[src/rtl/sha256_ctrl_if.sv]
// Block-in / digest-out handshake and datapath strobes between sha256_ctrl and its padder, scheduler and datapath.
// The controller uses the slave modport; the surrounding environment uses master.
interface sha256_ctrl_if #(
  parameter int unsigned ROUNDS = 64
);
  localparam int unsigned IDX_W = (ROUNDS > 1) ? $clog2(ROUNDS) : 1;

  logic             blk_valid;
  logic             blk_last;
  logic             blk_ready;
  logic             sched_load;
  logic             h_init;
  logic             round_en;
  logic [IDX_W-1:0] round_idx;
  logic             h_update;
  logic             digest_valid;
  logic             digest_ready;
  logic             busy;

  modport slave (
    input  blk_valid, blk_last, digest_ready,
    output blk_ready, sched_load, h_init, round_en, round_idx, h_update, digest_valid, busy
  );

  modport master (
    output blk_valid, blk_last, digest_ready,
    input  blk_ready, sched_load, h_init, round_en, round_idx, h_update, digest_valid, busy
  );
endinterface

[src/rtl/sha256_ctrl.sv]
// SHA-256 block sequencer: accepts padded blocks, runs ROUNDS compression rounds and hands off the digest.
// Optional feature: define SHA256_CTRL_ABORT_EN to add an abort input that drops any in-flight message.
module sha256_ctrl #(
  parameter int unsigned ROUNDS = 64
) (
  input  logic clk,
  input  logic reset,
`ifdef SHA256_CTRL_ABORT_EN
  input  logic abort,
`endif
  sha256_ctrl_if.slave bus
);
  localparam int unsigned IDX_W = (ROUNDS > 1) ? $clog2(ROUNDS) : 1;
  localparam logic [IDX_W-1:0] LAST_ROUND = IDX_W'(ROUNDS - 1);

  typedef enum logic [2:0] {
    S_IDLE,
    S_LOAD,
    S_ROUND,
    S_UPDATE,
    S_DONE
  } state_t;

  state_t           state_q, state_d;
  logic [IDX_W-1:0] cnt_q, cnt_d;
  logic             first_q, first_d;
  logic             last_q, last_d;

  // State register; first_q marks that the next LOAD starts a fresh message
  always_ff @(posedge clk) begin
    if (reset) begin
      state_q <= S_IDLE;
      cnt_q   <= '0;
      first_q <= 1'b1;
      last_q  <= 1'b0;
    end else begin
      state_q <= state_d;
      cnt_q   <= cnt_d;
      first_q <= first_d;
      last_q  <= last_d;
    end
  end

  // Next-state logic
  always_comb begin
    state_d = state_q;
    cnt_d   = cnt_q;
    first_d = first_q;
    last_d  = last_q;

    unique case (state_q)
      S_IDLE: begin
        if (bus.blk_valid) begin
          state_d = S_LOAD;
          last_d  = bus.blk_last;
        end
      end
      S_LOAD: begin
        state_d = S_ROUND;
        cnt_d   = '0;
      end
      S_ROUND: begin
        if (cnt_q == LAST_ROUND) begin
          state_d = S_UPDATE;
          cnt_d   = '0;
        end else begin
          cnt_d = cnt_q + IDX_W'(1);
        end
      end
      S_UPDATE: begin
        first_d = 1'b0;
        state_d = last_q ? S_DONE : S_IDLE;
      end
      S_DONE: begin
        if (bus.digest_ready) begin
          first_d = 1'b1;
          state_d = S_IDLE;
        end
      end
      default: begin
        state_d = S_IDLE;
        cnt_d   = '0;
      end
    endcase

`ifdef SHA256_CTRL_ABORT_EN
    // Abort discards the current message; the next block restarts from H0
    if (abort && (state_q != S_IDLE)) begin
      state_d = S_IDLE;
      cnt_d   = '0;
      first_d = 1'b1;
    end
`endif
  end

  // Moore outputs decoded from the state registers only
  assign bus.blk_ready    = (state_q == S_IDLE);
  assign bus.sched_load   = (state_q == S_LOAD);
  assign bus.h_init       = (state_q == S_LOAD) && first_q;
  assign bus.round_en     = (state_q == S_ROUND);
  assign bus.round_idx    = cnt_q;
  assign bus.h_update     = (state_q == S_UPDATE);
  assign bus.digest_valid = (state_q == S_DONE);
  assign bus.busy         = (state_q != S_IDLE);

  a_strobe_onehot : assert property (@(posedge clk) disable iff (reset)
    $onehot0({bus.sched_load, bus.round_en, bus.h_update}));
  a_hinit_with_load : assert property (@(posedge clk) disable iff (reset)
    bus.h_init |-> bus.sched_load);
endmodule

[src/flat_wrapper.sv]
// flat-port wrapper written by rule: the top's interface ports become plain ports
module sha256_ctrl_flat 
#(
  parameter int unsigned ROUNDS = 64
)
  (clk, reset, bus_blk_valid, bus_blk_last, bus_digest_ready, bus_blk_ready, bus_sched_load, bus_h_init, bus_round_en, bus_round_idx, bus_h_update, bus_digest_valid, bus_busy);
  sha256_ctrl_if #(.ROUNDS(ROUNDS)) bus_i ();
  input  logic clk;
  input  logic reset;
  input wire logic [$bits(bus_i.blk_valid)-1:0] bus_blk_valid;
  input wire logic [$bits(bus_i.blk_last)-1:0] bus_blk_last;
  input wire logic [$bits(bus_i.digest_ready)-1:0] bus_digest_ready;
  output wire logic [$bits(bus_i.blk_ready)-1:0] bus_blk_ready;
  output wire logic [$bits(bus_i.sched_load)-1:0] bus_sched_load;
  output wire logic [$bits(bus_i.h_init)-1:0] bus_h_init;
  output wire logic [$bits(bus_i.round_en)-1:0] bus_round_en;
  output wire logic [$bits(bus_i.round_idx)-1:0] bus_round_idx;
  output wire logic [$bits(bus_i.h_update)-1:0] bus_h_update;
  output wire logic [$bits(bus_i.digest_valid)-1:0] bus_digest_valid;
  output wire logic [$bits(bus_i.busy)-1:0] bus_busy;
  assign bus_i.blk_valid = bus_blk_valid;
  assign bus_i.blk_last = bus_blk_last;
  assign bus_i.digest_ready = bus_digest_ready;
  assign bus_blk_ready = bus_i.blk_ready;
  assign bus_sched_load = bus_i.sched_load;
  assign bus_h_init = bus_i.h_init;
  assign bus_round_en = bus_i.round_en;
  assign bus_round_idx = bus_i.round_idx;
  assign bus_h_update = bus_i.h_update;
  assign bus_digest_valid = bus_i.digest_valid;
  assign bus_busy = bus_i.busy;
  sha256_ctrl #(.ROUNDS(ROUNDS)) u_core (.clk(clk), .reset(reset), .bus(bus_i));
endmodule
[config.mk]
export PLATFORM = sky130hd
export DESIGN_NAME = sha256_ctrl_flat
export DESIGN_NICKNAME = d
export VERILOG_FILES = /design/src/rtl/sha256_ctrl_if.sv /design/src/rtl/sha256_ctrl.sv /design/src/flat_wrapper.sv
export SDC_FILE = /design/constraint.sdc
export NUM_CORES = 1
export LEC_CHECK = 0
export ABC_AREA = 1
export CORE_MARGIN = 2
export CORE_UTILIZATION = 40
export CTS_CLUSTER_DIAMETER = 120
export DETAILED_ROUTE_END_ITERATION = 10
export GPL_TIMING_DRIVEN = 0
export PLACE_DENSITY = 0.7
export SKIP_CTS_REPAIR_TIMING = 1
export SLEW_MARGIN = 40
export SYNTH_ARGS = -nofsm -noshare
export SYNTH_HDL_FRONTEND = slang
export SYNTH_SLANG_ARGS = --single-unit
[constraint.sdc]
create_clock -name clk -period 1.5 [get_ports clk]
set_input_delay 0.225 -clock clk [delete_from_list [all_inputs] [get_ports clk]]
set_output_delay 0.225 -clock clk [all_outputs]
set_load 0.02 [all_outputs]
# Yosys cells after proc, flatten, opt, wreduce, memory -nomap -nowiden
# Index checks and enable logic that the tools add are counted.
dict set report word_totals {
  ff_bits 11
  inputBits 5
  output_inout_bits 13
  wordCells 30
}
dict set report op_classes {
  add_sub_neg 1
  eq_ne 8
  muxes 9
  n_reduce_logical 8
}
# cell n
set ops {}
lappend ops {{one-hot mux 3 bit (5 select lines)} 1}
lappend ops {{two-way mux 3 bit} 4}
lappend ops {{one-hot mux 6 bit (2 select lines)} 1}
lappend ops {{adder 6 x 1 -> 6 bit, second input constant} 1}
lappend ops {{== test 3 x 2 -> 1 bit, second input constant} 2}
lappend ops {{== test 6 bit, second input constant} 1}
lappend ops {{two-way mux 6 bit} 1}
lappend ops {{inequality test 2 bit, second input constant} 2}
lappend ops {{AND reduction 2 bit} 2}
lappend ops {{== test 3 x 1 -> 1 bit, second input constant} 1}
lappend ops {{== test 3 bit, second input constant} 1}
lappend ops {{logical NOT 3 bit} 1}
lappend ops {{AND reduction 3 bit} 1}
lappend ops {{nonzero test 3 bit} 1}
lappend ops {{OR reduction 3 bit} 1}
lappend ops {{inequality test 2 x 1 -> 1 bit, second input constant} 1}
lappend ops {{one-hot mux 1 bit (2 select lines)} 1}
lappend ops {{nonzero test 2 bit} 1}
lappend ops {{logical AND 1 bit} 1}
lappend ops {{two-way mux 1 bit} 1}

# Longest topological paths before layout
# Gate-level depths: netlist of run 1.
dict set report depth {
  depth_word 3
  mapped_depth 8
  mapped_depth_nobuf 8
}

# Worst setup path after synthesis of run 1
# No wires, ideal clock.
dict set report synth_path {
  path_kind {reg-to-output}
  start {reg u_core.state_q[0]}
  end {out bus_h_init}
  arrival_time_ps 1360
  t_required_ps 1275
  path_slack_ps -85
  path_stages_with_launch 5
  path_buffers 0
  path_cell_list {dfxtp_1 inv_1 nor3_1 inv_1 nor2_1}
}
dict set report synth_via {
  elab_chain_len 2
}
# element line
set synth_rtl {}
lappend synth_rtl {{from (decl)} sha256_ctrl.sv:24} ;# state_t state_q, state_d;
lappend synth_rtl {{from (signal assigned)} sha256_ctrl.sv:37} ;# state_q <= state_d;
lappend synth_rtl {{== test 3 x 1 -> 1 bit} -}
lappend synth_rtl {{named net bus_sched_load} flat_wrapper.sv:14} ;# output wire logic [$bits(bus_i.sched_load)-1:0] bus_sched_load;
lappend synth_rtl {{logical AND 1 bit} sha256_ctrl.sv:99} ;# assign bus.h_init = (state_q == S_LOAD) && first_q;
lappend synth_rtl {{to (decl)} flat_wrapper.sv:15} ;# output wire logic [$bits(bus_i.h_init)-1:0] bus_h_init;
# The timed path passes the listed nets, and every way through them passes these cells.

# Final worst setup path of run 1
dict set report layout_path {
  start {reg u_core.state_q[1]}
  end {out bus_digest_valid}
}
dict set report layout_via {
  elab_chain_len 1
}
# element line
set layout_rtl {}
lappend layout_rtl {{== test 3 bit} sha256_ctrl.sv:103} ;# assign bus.digest_valid = (state_q == S_DONE);
lappend layout_rtl {{to (decl)} flat_wrapper.sv:19} ;# output wire logic [$bits(bus_i.digest_valid)-1:0] bus_digest_valid;
# No other way between the ends.

==> results of run 1 <==
[synthesized netlist by cell type]
| cell | number | area [µm²] |
|---|---|---|
| nand2_1 | 24 | 90.1 |
| nor2_1 | 13 | 48.8 |
| dfxtp_1 | 11 | 220 |
| inv_1 | 11 | 41.3 |
| nand3_1 | 7 | 35.0 |
| a21oi_1 | 6 | 30.0 |
| nand3b_1 | 2 | 15.0 |
| nor2_2 | 2 | 12.5 |
| ha_1 | 1 | 12.5 |
| inv_2 | 1 | 3.75 |
| nand4_1 | 1 | 6.26 |
| nor3_1 | 1 | 5.00 |
| o211ai_1 | 1 | 7.51 |
| o21ai_0 | 1 | 5.00 |
| or2_2 | 1 | 6.26 |
| xor2_1 | 1 | 8.76 |
[cell type report]
| cell class | count | area share (%) |
|---|---|---|
| clock buffer | 4 | 3.35 |
| inverter | 12 | 5.74 |
| multi-input combinational | 61 | 38.0 |
| sequential | 11 | 28.5 |
| tap | 15 | 2.39 |
| timing repair buffer | 17 | 22.0 |
[layer usage]
metal | routed length, µm | global-route usage, % | share of wire [%] | vias to the layer above
met1 | 558 | 21.4 | 45 | 253
met5 | 0 | 0 | 0 | -
met3 | 95 | 3.26 | 7.7 | 5
met4 | 29 | 7.50 | 2.4 | 0
li1 | - | - | - | 307
met2 | 545 | 27.7 | 44 | 32
[logic make-up after synthesis]
logic type	share of synthesized area, %
xor gates and xnor gates	1.60
and+or+nand+nor	40.0
DFF	40.2
buffers and inverters	8.22
AOI/OAI and AO/OA	7.76
adders and majority gates	2.28
[how the worst min path moves through the flow]
| stage | cells past startpoint | start | end |
|---|---|---|---|
| 2_1_floorplan | 1 | reset | u_core.bus.round_idx[1]$_SDFFE_PP0N_ |
| 3_3_place_gp | 2 | u_core.last_q$_SDFFE_PP0P_ | u_core.last_q$_SDFFE_PP0P_ |
| 3_5_place_dp | 2 | u_core.last_q$_SDFFE_PP0P_ | u_core.state_q[2]$_SDFFE_PP0P_ |
| 4_1_cts | 2 | u_core.last_q$_SDFFE_PP0P_ | u_core.state_q[2]$_SDFFE_PP0P_ |
| 5_1_grt | 2 | u_core.last_q$_SDFFE_PP0P_ | u_core.state_q[2]$_SDFFE_PP0P_ |
| 6_report | 2 | u_core.last_q$_SDFFE_PP0P_ | u_core.state_q[2]$_SDFFE_PP0P_ |
[metrics by stage]
stage	setup TNS, ns	setup WS [ns]	hold slack, ns
finish	0	0.0636	0.460
global route	-0.00665	-0.00498	0.472
CTS	-2.64	-0.501	0.473
detailed placement	-0.517	-0.189	0.462
global placement	-0.576	-0.199	0.451
floorplan	0	0.136	0.294
[flip-flops by register name, summed over array words and instances, names as in the netlist]
name and flops:
u_core.bus.round_idx 6, u_core.state_q 3, u_core.first_q 1, u_core.last_q 1
[worst min-delay path, cell delays in order, from the launching register on]
cell and delay, ns:
dfxtp_1 0.31, nand2_1 0.06, a21oi_1 0.05
[where the power goes]
group | switching, mW | leakage (nW) | total, mW | internal [mW]
clock network | 0.107 | 0.0150 | 0.210 | 0.103
registers | 0.0280 | 0.0906 | 0.343 | 0.315
logic | 0.152 | 0.386 | 0.255 | 0.102
total | 0.287 | 0.491 | 0.808 | 0.520
[cells in the final DEF (no fill, tap or decap)]
master           Yosys  routed
inv_1               11      11
nand2_1             24      24
o211ai_1             1       1
dfxtp_1             11       8
nand4_1              1       1
inv_2                1       1
nand3b_1             2       2
nor3_2               0       1
nor2_4               0       1
clkbuf_4             0       3
ha_1                 1       1
xor2_1               1       1
clkbuf_2             0       3
a21oi_1              6       6
or2_2                1       1
nor2_2               2       3
dlymetal6s2s_1       0       9
clkbuf_1             0       1
nand3_1              7       7
o21ai_0              1       1
buf_2                0       1
nor2_1              13      11
dfxtp_2              0       3
clkdlybuf4s50_1      0       4
==> results.json, run 1 <==
{
  "drt_wl_total_um": 1230,
  "tightest_slew_ns": 0.268,
  "cp.required_ns": 1.27,
  "slowest_delay_ns": 0.37,
  "synthCells": 84,
  "final_core_util_pct": 61.1,
  "fin_cells": 120,
  "cts_tree": "done",
  "regToRegStartpoint": "u_core.bus.round_idx[0]$_SDFFE_PP0N_",
  "clkSinkCount": 11,
  "crit_buf_inv": 2,
  "yosysWarnings": 0,
  "drc": 0,
  "grt_setup_unrepaired": "yes",
  "dp_hpwl_um": 945,
  "grt_pass1_wl_um": 1850,
  "critPathKind": "flop to output pin",
  "drive_gt1_share_pct": 16.2,
  "clkTransAtPathRegs_ns": 0.08,
  "power_uw": 808,
  "antenna_found_initial": 0,
  "via_per_inst": 4.98,
  "post_dp_cell_area_um2": 742,
  "nets": 112,
  "cp.depth": 4,
  "finalCriticalPeriod_ns": 1.44,
  "seq_area_frac_synth_pct": 40.2,
  "clock_path_buffers": 2,
  "grt_overflow": 0,
  "ys_ff_latch": 11,
  "port_buffers": 17,
  "clockRootBuffer": "clkbuf_4",
  "grt_usage_pct": 17.0,
  "seq_area_um2": 224,
  "crit_start": "u_core.state_q[1]$_SDFFE_PP0P_",
  "peakVddDrop_mv": 0.556,
  "netlist_area_um2": 548,
  "core-area_um2": 1280,
  "path_delay_family": "flip-flops",
  "drv_cap": 0,
  "dieArea_um2": 1680,
  "h-tree-depth": 1,
  "ff2ff_path_depth": 8,
  "crit_chain": "nor2_4 > inv_1 > nor2_1 > buf_2",
  "r2r_slack_ns": 0.23,
  "hold_class": "flop to flop",
  "max_freq_ghz": 0.696,
  "initial_core_util_pct": 42.6,
  "relSlewSlack_pct": 82.1,
  "syn-num-nets": 90,
  "area_growth_pct": 43.2,
  "crit_end": "bus_digest_valid",
  "fin_skew_ns": 0.00584,
  "drtPass1Iterations": 4,
  "grt_pass1_vias": 467,
  "gp_congestion": 0.766,
  "antenna_cells": 0,
  "start_kind": "flop",
  "ant_nets": 0,
  "post-route-period-util_pct": 95.8,
  "dp.cells": 116,
  "outcome": "completed",
  "path_max_fanout": 6,
  "p_leak_nw": 0.491,
  "fp.dieW_um": 41.0,
  "core.rowCount": 13,
  "grt_max_degree": 8,
  "hold_viol": 0,
  "drt_iter0_markers": 19,
  "r2r_end": "u_core.bus.round_idx[5]$_SDFFE_PP0N_",
  "wire_per_inst_um": 10.2,
  "final_area_um2": 785,
  "crit_slowest_cell": "dfxtp_2",
  "n_fill_cell": 131,
  "multi_input_area_um2": 298,
  "cp.arrival_ns": 1.21,
  "syn-mean-instance-area_um2": 6.52,
  "cts_buffers": 3,
  "finalSetupViolations": 0,
  "p_per_area_nw_per_um2": 1030,
  "ios": 18,
  "slew_violations": 0,
  "dr_total_vias": 597,
  "synth.distinct_cells": 16,
  "crit_path_end_kind": "output pin",
  "die_height_um": 41.0,
  "worstSkewPairLatency_ns": 0.27
}
No activity file was read; power rests on OpenSTA's default activity.
==> inputs of run 2 (changes only) <==
--- a/config.mk
+++ b/config.mk
@@ -9,6 +9,7 @@
 export CORE_MARGIN = 2
 export CORE_UTILIZATION = 40
 export CTS_CLUSTER_DIAMETER = 120
+export CTS_CLUSTER_SIZE = 30
 export DETAILED_ROUTE_END_ITERATION = 10
 export GPL_TIMING_DRIVEN = 0
 export PLACE_DENSITY = 0.7
==> results of run 2 <==
No change in the layout: final DEF, timing and power equal those of run 1.
